`src/rtl/sobel_pkg.sv`:
```
// Shared definitions for the Sobel custom-instruction controller.
// Optional build macro: SOBEL_ZERO_SKIP_EN (sequencer visits only non-zero taps).
package sobel_pkg;

    // Instruction op field, valueB[1:0]
    localparam logic [1:0] OP_LOAD    = 2'd0;
    localparam logic [1:0] OP_COMPUTE = 2'd1;

    // Controller states
    typedef enum logic [1:0] {
        IDLE = 2'd0,
        MAC  = 2'd1,
        DONE = 2'd2
    } state_t;

    // Gradient accumulator width: worst case |sum| = 4*255 = 1020
    localparam int ACC_W = 12;

    // Number of MAC steps for the full and the zero-skipping sequences
    localparam int STEPS_FULL = 18;
    localparam int STEPS_SKIP = 12;

    // Kernel coefficients, 3-bit two's complement, indexed by tap = 3*row + col.
    // Listed from tap 8 down to tap 0.
    //   GX: -1 0 1 / -2 0 2 / -1 0 1
    localparam logic [8:0][2:0] GX_COEF = {
        3'b001, 3'b000, 3'b111,
        3'b010, 3'b000, 3'b110,
        3'b001, 3'b000, 3'b111
    };
    //   GY: -1 -2 -1 / 0 0 0 / 1 2 1
    localparam logic [8:0][2:0] GY_COEF = {
        3'b001, 3'b010, 3'b001,
        3'b000, 3'b000, 3'b000,
        3'b111, 3'b110, 3'b111
    };

    // Tap visited at each step of the zero-skipping sequence (step 11 down to 0).
    // Steps 0..5 belong to Gx (taps 0,2,3,5,6,8), steps 6..11 to Gy (taps 0,1,2,6,7,8).
    localparam logic [11:0][3:0] SKIP_TAP = {
        4'd8, 4'd7, 4'd6, 4'd2, 4'd1, 4'd0,
        4'd8, 4'd6, 4'd5, 4'd3, 4'd2, 4'd0
    };

endpackage

```
`src/rtl/sobel_tap_mult.sv`:
```
// Shared coefficient multiplier: unsigned pixel times a factor in {-2,-1,0,1,2}.
// Built from shift and negate only; the result is a 12-bit signed product.
module sobel_tap_mult
    import sobel_pkg::*;
(
    input  logic [7:0]              pixel_i,
    input  logic [2:0]              factor_i,
    output logic signed [ACC_W-1:0] product_o
);

    logic [ACC_W-1:0] mag;

    // Magnitude by shift, then negate for negative factors
    always_comb begin
        mag = '0;
        case (factor_i)
            3'b001, 3'b111: mag = {4'd0, pixel_i};
            3'b010, 3'b110: mag = {3'd0, pixel_i, 1'b0};
            default:        mag = '0;
        endcase
        product_o = factor_i[2] ? signed'(~mag + 12'd1) : signed'(mag);
    end

endmodule

```
`src/rtl/sobel_ci_ctrl.sv`:
```
// Sobel custom-instruction controller: 3-row pixel window, tap-serial Gx/Gy
// accumulation over one shared multiplier, returns |Gx|+|Gy|.
// Optional build macro: SOBEL_ZERO_SKIP_EN (12-step sequence skipping zero taps).
module sobel_ci_ctrl
    import sobel_pkg::*;
#(
    parameter logic [7:0] customId = 8'h19
) (
    input  logic        clock,
    input  logic        nReset,
    input  logic        start,
    input  logic [7:0]  ciN,
    input  logic [31:0] valueA,
    input  logic [31:0] valueB,
    output logic        done,
    output logic [31:0] result
);

`ifdef SOBEL_ZERO_SKIP_EN
    localparam logic [4:0] STEP_LAST = 5'(STEPS_SKIP - 1);
`else
    localparam logic [4:0] STEP_LAST = 5'(STEPS_FULL - 1);
`endif

    state_t                   state_q, state_d;
    logic [4:0]               step_q, step_d;
    logic [8:0][7:0]          win_q, win_d;     // pixel per tap, tap = 3*row + col
    logic signed [ACC_W-1:0]  gx_q, gx_d;
    logic signed [ACC_W-1:0]  gy_q, gy_d;

    logic                     accept;
    logic [1:0]               op;
    logic                     cur_is_gy;
    logic [3:0]               cur_tap;
    logic [2:0]               cur_coef;
    logic signed [ACC_W-1:0]  product;
    logic [ACC_W-1:0]         abs_gx, abs_gy, mag_sum;
    logic                     unused_bits;

    assign unused_bits = ^{valueA[31:24], valueB[31:2]};

    assign op     = valueB[1:0];
    assign accept = start && (ciN == customId) && (state_q == IDLE);

    // Map the step counter onto (kernel, tap)
`ifdef SOBEL_ZERO_SKIP_EN
    assign cur_is_gy = (step_q >= 5'd6);
    assign cur_tap   = SKIP_TAP[step_q[3:0]];
`else
    assign cur_is_gy = (step_q >= 5'd9);
    assign cur_tap   = cur_is_gy ? 4'(step_q - 5'd9) : step_q[3:0];
`endif

    assign cur_coef = cur_is_gy ? GY_COEF[cur_tap] : GX_COEF[cur_tap];

    sobel_tap_mult u_mult (
        .pixel_i   (win_q[cur_tap]),
        .factor_i  (cur_coef),
        .product_o (product)
    );

    // Gradient magnitude; max 2040 so the top bit of mag_sum is always zero
    assign abs_gx  = gx_q[ACC_W-1] ? (~gx_q + 12'd1) : gx_q;
    assign abs_gy  = gy_q[ACC_W-1] ? (~gy_q + 12'd1) : gy_q;
    assign mag_sum = abs_gx + abs_gy;

    // Next-state, datapath updates and CI outputs
    always_comb begin
        state_d = state_q;
        step_d  = step_q;
        win_d   = win_q;
        gx_d    = gx_q;
        gy_d    = gy_q;
        done    = 1'b0;
        result  = 32'd0;
        case (state_q)
            IDLE: begin
                if (accept) begin
                    if (op == OP_COMPUTE) begin
                        gx_d    = '0;
                        gy_d    = '0;
                        step_d  = '0;
                        state_d = MAC;
                    end else begin
                        // LOAD and reserved ops complete immediately with result 0
                        done = 1'b1;
                        if (op == OP_LOAD) begin
                            // Scroll rows up, new row enters at the bottom
                            win_d = {valueA[23:0], win_q[8:3]};
                        end
                    end
                end
            end
            MAC: begin
                if (cur_is_gy) begin
                    gy_d = gy_q + product;
                end else begin
                    gx_d = gx_q + product;
                end
                if (step_q == STEP_LAST) begin
                    state_d = DONE;
                end else begin
                    step_d = step_q + 5'd1;
                end
            end
            DONE: begin
                done    = 1'b1;
                result  = {20'd0, mag_sum};
                state_d = IDLE;
            end
            default: state_d = IDLE;
        endcase
    end

    // State and datapath registers with synchronous active-low reset
    always_ff @(posedge clock) begin
        if (!nReset) begin
            state_q <= IDLE;
            step_q  <= '0;
            win_q   <= '0;
            gx_q    <= '0;
            gy_q    <= '0;
        end else begin
            state_q <= state_d;
            step_q  <= step_d;
            win_q   <= win_d;
            gx_q    <= gx_d;
            gy_q    <= gy_d;
        end
    end

endmodule

```
`config.mk`:
```
export PLATFORM = sky130hd
export DESIGN_NAME = sobel_ci_ctrl
export DESIGN_NICKNAME = d
export VERILOG_FILES = /design/src/rtl/sobel_pkg.sv /design/src/rtl/sobel_tap_mult.sv /design/src/rtl/sobel_ci_ctrl.sv
export SDC_FILE = /design/constraint.sdc
export NUM_CORES = 1
export LEC_CHECK = 0
export CORE_ASPECT_RATIO = 1.4
export CORE_UTILIZATION = 55
export CTS_CLUSTER_SIZE = 12
export DETAILED_ROUTE_END_ITERATION = 10
export PLACE_DENSITY = 0.91
export SLEW_MARGIN = 10
export SYNTH_ARGS = -nofsm -noshare
export SYNTH_HDL_FRONTEND = slang
export SYNTH_SLANG_ARGS = --single-unit
```
`constraint.sdc`:
```
create_clock -name clock -period 7.3 [get_ports clock]
set_clock_uncertainty 0.05 [all_clocks]
set_input_delay 1.46 -clock clock [delete_from_list [all_inputs] [get_ports clock]]
set_output_delay 1.46 -clock clock [all_outputs]
set_load 0.01 [all_outputs]
```
## After elaboration in Yosys (flattened, before gate mapping)

Memories as Yosys holds them, arrays and structs flattened.
Index checks and enable logic that the tools add are counted.

| word-level totals | value |
|---|---|
| register bits | 103 |
| ROM bits | 96 |
| output and inout port bits | 33 |
| memories | 2 |

Memories:

| name | words | bits a word | read ports | clocked after Yosys merged registers in | wr ports | RTL line | source |
|---|---|---|---|---|---|---|---|
| (name not given) | 16 | 3 | 1 | 0 | 0 | sobel_ci_ctrl.sv:54 | `assign cur_coef = cur_is_gy ? GY_COEF[cur_tap] : GX_COEF[cur_tap];` |
| (name not given) | 16 | 3 | 1 | 0 | 0 | sobel_ci_ctrl.sv:54 |  |

| operators by class | value |
|---|---|
| add/subtract/negate cells | 8 |
| $lt $le $gt $ge | 2 |
| equality and inequality tests | 15 |
| multiplexer cells | 28 |
| bitwise logic cells | 4 |
| reduce and logical (&&, ||, !) cells | 12 |

Operators with widths:

| kind | number |
|---|---|
| 2-to-1 mux 12 bit | 8 |
| case mux 12 bit (2 select lines) | 2 |
| adder 12 x 1 -> 12 bit (second input constant) | 3 |
| adder 12 bit | 3 |
| binary-select mux 8 bit (select 4 bit) | 1 |
| inverter 12 bit | 2 |
| case mux 9 bit (2 select lines) | 1 |
| AND reduction 4 bit | 4 |
| 2-to-1 mux 5 bit | 3 |
| inverter 9 -> 12 bit | 1 |
| inequality test 2 bit (second input constant) | 5 |
| case mux 5 bit (2 select lines) | 1 |
| 2-to-1 mux 3 bit | 3 |
| equality test 8 x 5 -> 1 bit (second input constant) | 1 |
| 2-to-1 mux 8 bit | 1 |
| equality test 3 bit (second input constant) | 2 |
| 2-to-1 mux 2 bit | 3 |
| adder 5 x 1 -> 5 bit (second input constant) | 1 |
| equality test 5 bit (second input constant) | 1 |
| >= comparator 5 x 4 -> 1 bit (second input constant) | 1 |
| less-than comparator 4 x 5 -> 1 bit (second input constant) | 1 |
| equality test 2 x 1 -> 1 bit (second input constant) | 2 |
| logical NOT 2 bit | 2 |
| 2-to-1 mux 4 bit | 1 |
| 13 further kinds | 16 |

## Depth between registers and ports, before layout

| depth | value |
|---|---|
| depth in word-level cells | 14 |
| depth in mapped cells | 32 |
| gate-level depth less buffers | 30 |

## Modules after synthesis

Synthesis repeated with hierarchy kept, for this count alone.

| unflattened totals | value |
|---|---|
| cell total of the unflattened synthesis | 1,010 |
| area total of the unflattened synthesis | 7,787.5 um2 |

By module, submodules not included:

| module | instances | cells an instance | area each (um2) | sequential area each (um2) |
|---|---|---|---|---|
| sobel_ci_ctrl | 1 | 912 | 7,060.5 | 2,062.0 |
| sobel_tap_mult | 1 | 98 | 726.9 | 0.0 |

## Least setup slack after synthesis

No wires, ideal clock.

| timing path | value |
|---|---|
| kind | flip-flop to flip-flop |
| start point | register step_q[1] |
| end point | register gx_q[11] |
| arrival time | 5,865 ps |
| data required time | 7,133 ps |
| slack | 1,268 ps |
| stages on the path, launching flop included | 31 |
| path buffers | 2 |
| cell sequence | dfxtp_1 > buf_2 > inv_1 > ha_1 > or4_1 > buf_4 > o221ai_4 > inv_2 > ha_1 > a21boi_0 > a2111oi_0 > a221oi_1 > nand2_1 > o2111ai_2 > nor3_1 > a211oi_1 > ha_1 > o21a_1 > ha_1 > a21o_1 > a21o_1 > a21o_1 > a21oi_1 > nor2b_1 > o21a_1 > o21ai_0 > a21boi_0 > o41ai_1 > xnor2_1 > nand3b_1 > o21ai_1 |

| on the way | value |
|---|---|
| cells in the longest elaborated chain, start to end | 14 |

RTL lines:

| element | RTL line | source |
|---|---|---|
| from (decl) | sobel_ci_ctrl.sv:26 | `logic [4:0] step_q, step_d;` |
| from (signal assigned) | sobel_ci_ctrl.sv:125 | `step_q <= step_d;` |
| subtractor 4 bit or >= comparator 5 x 4 -> 1 bit (tied branches) | sobel_ci_ctrl.sv:51, sobel_ci_ctrl.sv:50 |  |
| 2-to-1 mux 4 bit | sobel_ci_ctrl.sv:51 | `assign cur_tap = cur_is_gy ? 4'(step_q - 5'd9) : step_q[3:0];` |
| memory read (16 x 3 bit) | -- |  |
| 2-to-1 mux 3 bit (implied by the code) | sobel_ci_ctrl.sv:54 |  |
| 2-to-1 mux 3 bit | sobel_ci_ctrl.sv:54 |  |
| equality test 3 x 2 -> 1 bit (tied with other cells) | sobel_tap_mult.sv:16 | `case (factor_i)` |
| OR reduction 2 bit | sobel_tap_mult.sv:16 |  |
| case mux 9 bit (2 select lines) | sobel_tap_mult.sv:16 |  |
| inverter 9 -> 12 bit | sobel_tap_mult.sv:21 | `product_o = factor_i[2] ? signed'(~mag + 12'd1) : signed'(mag);` |
| adder 12 x 1 -> 12 bit | sobel_tap_mult.sv:21 |  |
| 2-to-1 mux 12 bit | sobel_tap_mult.sv:21 |  |
| adder 12 bit | sobel_ci_ctrl.sv:98 | `gx_d = gx_q + product;` |
| 2-to-1 mux 12 bit | sobel_ci_ctrl.sv:95 | `if (cur_is_gy) begin` |
| case mux 12 bit (2 select lines) | sobel_ci_ctrl.sv:76 | `case (state_q)` |
| to (signal assigned) | sobel_ci_ctrl.sv:127 | `gx_q <= gx_d;` |
| to (decl) | sobel_ci_ctrl.sv:28 | `logic signed [ACC_W-1:0] gx_q, gx_d;` |

Several ways; a longest one is shown, not always the timed one. The select of a mux whose other input is x is not followed.
A chain may end at the register's enable or synchronous reset.

## Worst setup path in the final report

| timing path | value |
|---|---|
| start point | register step_q[0] |
| end point | register gx_q[11] |

Same word-level chain as after synthesis.

==> out/qor.yml <==
layout:
  seq_area_sq_um: 2060
  multi_input_area_sq_um: 4690
  antennaDiodeCount: 0
  layout.nets: 1086
  layout.cells.non_filler: 1118
  num-fill-cells: 1048
  drive_above_1_share_pct: 5.89
  syn_to_final_growth_pct: 11.2
timing:
  max_freq_mhz: 150
  relSlewSlack_pct: 29.3
  fin_crit_ns: 6.66
  fin_setup_tns_ns: 0
  finalCritPeriodShare_pct: 91.2
  worst_pin_slew_ns: 1.06
  slew_viol_final: 0
  hold_viol: 0
  setup_viol: 0
  rsz0062_at_grt: "no"
route:
  met3WireLength_microns: 659
  route.detailed.drc: 4
  num_vias: 6597
  met2_length_microns: 8880
  wl_per_cell_microns: 14.9
  topRoutingLayerUsed: "met4"
  via_per_inst: 5.90
  ant_nets: 0
  dr.pass1.iters: 11
  wl_microns: 16600
  drt-met1-wl_microns: 6540
  drtIter0Drc: 468
setup_path:
  reg2reg_from: "step_q[0]"
  critical-path-max-stage-delay_ns: 0.50
  critPathCapture: "gx_q[11]"
  end_kind: "flop"
  cp_max_fo: 10
  cpMaxStageDelayCell: "or3b_2"
  worstPathRequired_ns: 7.50
  start_kind: "flop"
  reg2regPathDepth: 29
  r2r_end: "gx_q[11]"
  critical_path_class: "reg -> reg"
  cp_common_cell: "ha_1"
  crit_arrival_ns: 6.85
  crit_start: "step_q[0]"
  reg2reg_slack_ns: 0.64
floorplan:
  start_util_pct: 57.2
  coreArea_sq_um: 12500
  die_x_microns: 98.3
  die_h_microns: 137
  rows: 48
  die_area_sq_um: 13500
  ioPinCount: 108
place:
  hpwl_microns: 12100
  io_buffers: 49
  gp_congestion: 0.933
  dpl.cell_count: 1102
grt:
  grt_antenna_before_repair: 0
  grt-ovfl-total: 0
  grt_max_degree: 73
  grt_use_total_pct: 25.7
  grt_pass1_wl_microns: 28100
  grt_pass1_vias: 6359
logic_synthesis:
  synth-seq-area-share_pct: 28.9
  ys_warn_count: 0
  avgSynthCellArea_sq_um: 7.63
  synth-seq-cells: 103
  synth_cells: 936
  synth_edf_count: 0
  ys_types: 77
  async_flop_share_pct: 0
  synth_top_flop_cell: "dfxtp_1"
  netlist_area_sq_um: 7140
run_status:
  status: "finished, violations left"
  violations: "design-rule violations"
clock_tree:
  cts_tree: "done"
  clockBufferDepth: 2
  path_clk_slew_ns: 0.07
  holdBufCountCts: 0
  numCtsBuffers: 9
  root_buffer: "clkbuf_16"
  htreeDepth: 3
  insertion_delay_ns: 0.35
  cts_sinks: 103
  postCtsSetupRepairBufs: 0
power:
  power_density_nw_per_um2: 136
  leakage_uw: 0.00309
  max-vdd-ir-drop_mv: 0.122
hold_path:
  min_path_type: "reg -> reg"
  holdPathStages: 2
flow_run:
  maxCapViolations: 0
[area by class of cell]
type | instances | share of cell area [%]
flip-flops and latches | 103 | 26.0
well taps | 150 | 2.36
clock buffers | 11 | 2.93
multi-input cells | 755 | 59.1
repair buffers | 61 | 7.31
inverters | 33 | 1.56
clock inverters | 5 | 0.709
[state kept, by name, summed over array words and instances (netlist names)]
signal   cells
step_q       5
state_q      2
win_q       72
gx_q        12
gy_q        12
[logic make-up (layout without fill, tap and decap cells)]
| kind of cell | after synthesis | after routing | synth area share (%) |
|---|---|---|---|
| AND/OR/NAND/NOR | 391 | 391 | 24.8 |
| AO/OA/AOI/OAI | 227 | 227 | 22.2 |
| flip-flops | 103 | 103 | 28.9 |
| buffers and inverters | 97 | 110 | 6.52 |
| XOR/XNOR | 57 | 57 | 6.99 |
| adder cells (fa/ha/maj) | 48 | 48 | 8.72 |
| multiplexers | 12 | 12 | 1.93 |
| other | 1 | 20 | 0.0525 |
[critical path: cells and delay by family (launching register included)]
kind / cells / cell delay [ns]
flip-flops: 1 / 0.43
buffers and inverters: 3 / 0.41
AND/OR/NAND/NOR: 6 / 1.12
XOR/XNOR: 1 / 0.18
adder cells (fa/ha/maj): 4 / 1.18
AO/OA/AOI/OAI: 15 / 3.17
[cells in the mapped netlist, drive strengths merged (3+ instances only)]
library cell | count | share of area, %
a211oi | 6 | 0.84
a21boi | 45 | 4.7
a21o | 14 | 1.5
a21oi | 68 | 4.9
a221oi | 6 | 0.74
a22o | 5 | 0.61
a22oi | 4 | 0.42
a31oi | 5 | 0.44
and2 | 3 | 0.26
and3 | 7 | 0.61
buf | 31 | 3.0
clkbuf | 33 | 1.7
dfxtp | 103 | 29
fa | 3 | 0.84
ha | 45 | 7.9
inv | 33 | 1.7
mux2 | 4 | 0.63
mux2i | 7 | 0.98
nand2 | 217 | 11
nand2b | 8 | 0.70
nand3 | 12 | 0.84
nand3b | 3 | 0.32
nand4 | 12 | 1.1
nor2 | 60 | 3.2
nor2b | 13 | 1.1
nor3 | 20 | 1.4
nor4 | 6 | 0.53
nor4b | 3 | 0.46
o211ai | 3 | 0.39
o21a | 3 | 0.32
o21ai | 30 | 2.2
o21bai | 8 | 0.84
o221ai | 6 | 1.2
o22ai | 5 | 0.44
o31ai | 6 | 0.70
or2 | 3 | 0.26
or3 | 13 | 1.1
xnor2 | 43 | 5.3
xor2 | 14 | 1.7
[worst min path at each step]
stage	start	end	slack [ns]
detailed placement	win_q[1]	win_q[1]	0.40
global placement	win_q[1]	win_q[1]	0.39
finish	win_q[6]	win_q[6]	0.41
CTS	win_q[6]	win_q[6]	0.41
floorplan	win_q[15]	win_q[15]	0.39
global route	win_q[7]	win_q[7]	0.42
[through the flow]
stage                     util [%]  cell area [sq um]  power [uW]  setup WS, ns  hold slack [ns]
after global routing          63.6               7940        1110         0.138            0.422
final                         63.6               7940        1080         0.644            0.411
after CTS                     63.5               7940        1080         0.609            0.411
after floorplan                  -               7210         599          1.27            0.386
after global placement        61.2               7650         614         0.851            0.393
after detailed placement      61.2               7650         614         0.687            0.397
[placed cells by master (no fill, tap or decap), types with 14 or more instances in the layout]
master           count
dfxtp_1            102
nand2_1            215
nor3_1              20
xnor2_1             43
o21ai_0             26
a21boi_0            45
clkdlybuf4s50_1     49
ha_1                45
nor2_1              59
conb_1              20
a21o_1              14
a21oi_1             67
inv_1               30
xor2_1              14
[metal layers]
| metal | track usage (%) | up-vias |
|---|---|---|
| li1 | - | 3257 |
| met1 | 26.6 | 3112 |
| met2 | 49.8 | 178 |
| met3 | 3.37 | 50 |
| met4 | 13.9 | 0 |
| met5 | 0 | - |
[power by group]
group          total, uW  internal [uW]  leakage, uW  switching (uW)
Clock                477            266     0.000140             211
Combinational       39.5           21.6      0.00212            17.9
Sequential           562            562     0.000830          0.0720
[what timing repair did]
action,in CTS,in global routing
endpoints found under the hold margin,0,0
resized for setup,0,1
setup endpoints to repair,0,1
No activity file was read; power rests on OpenSTA's default activity.
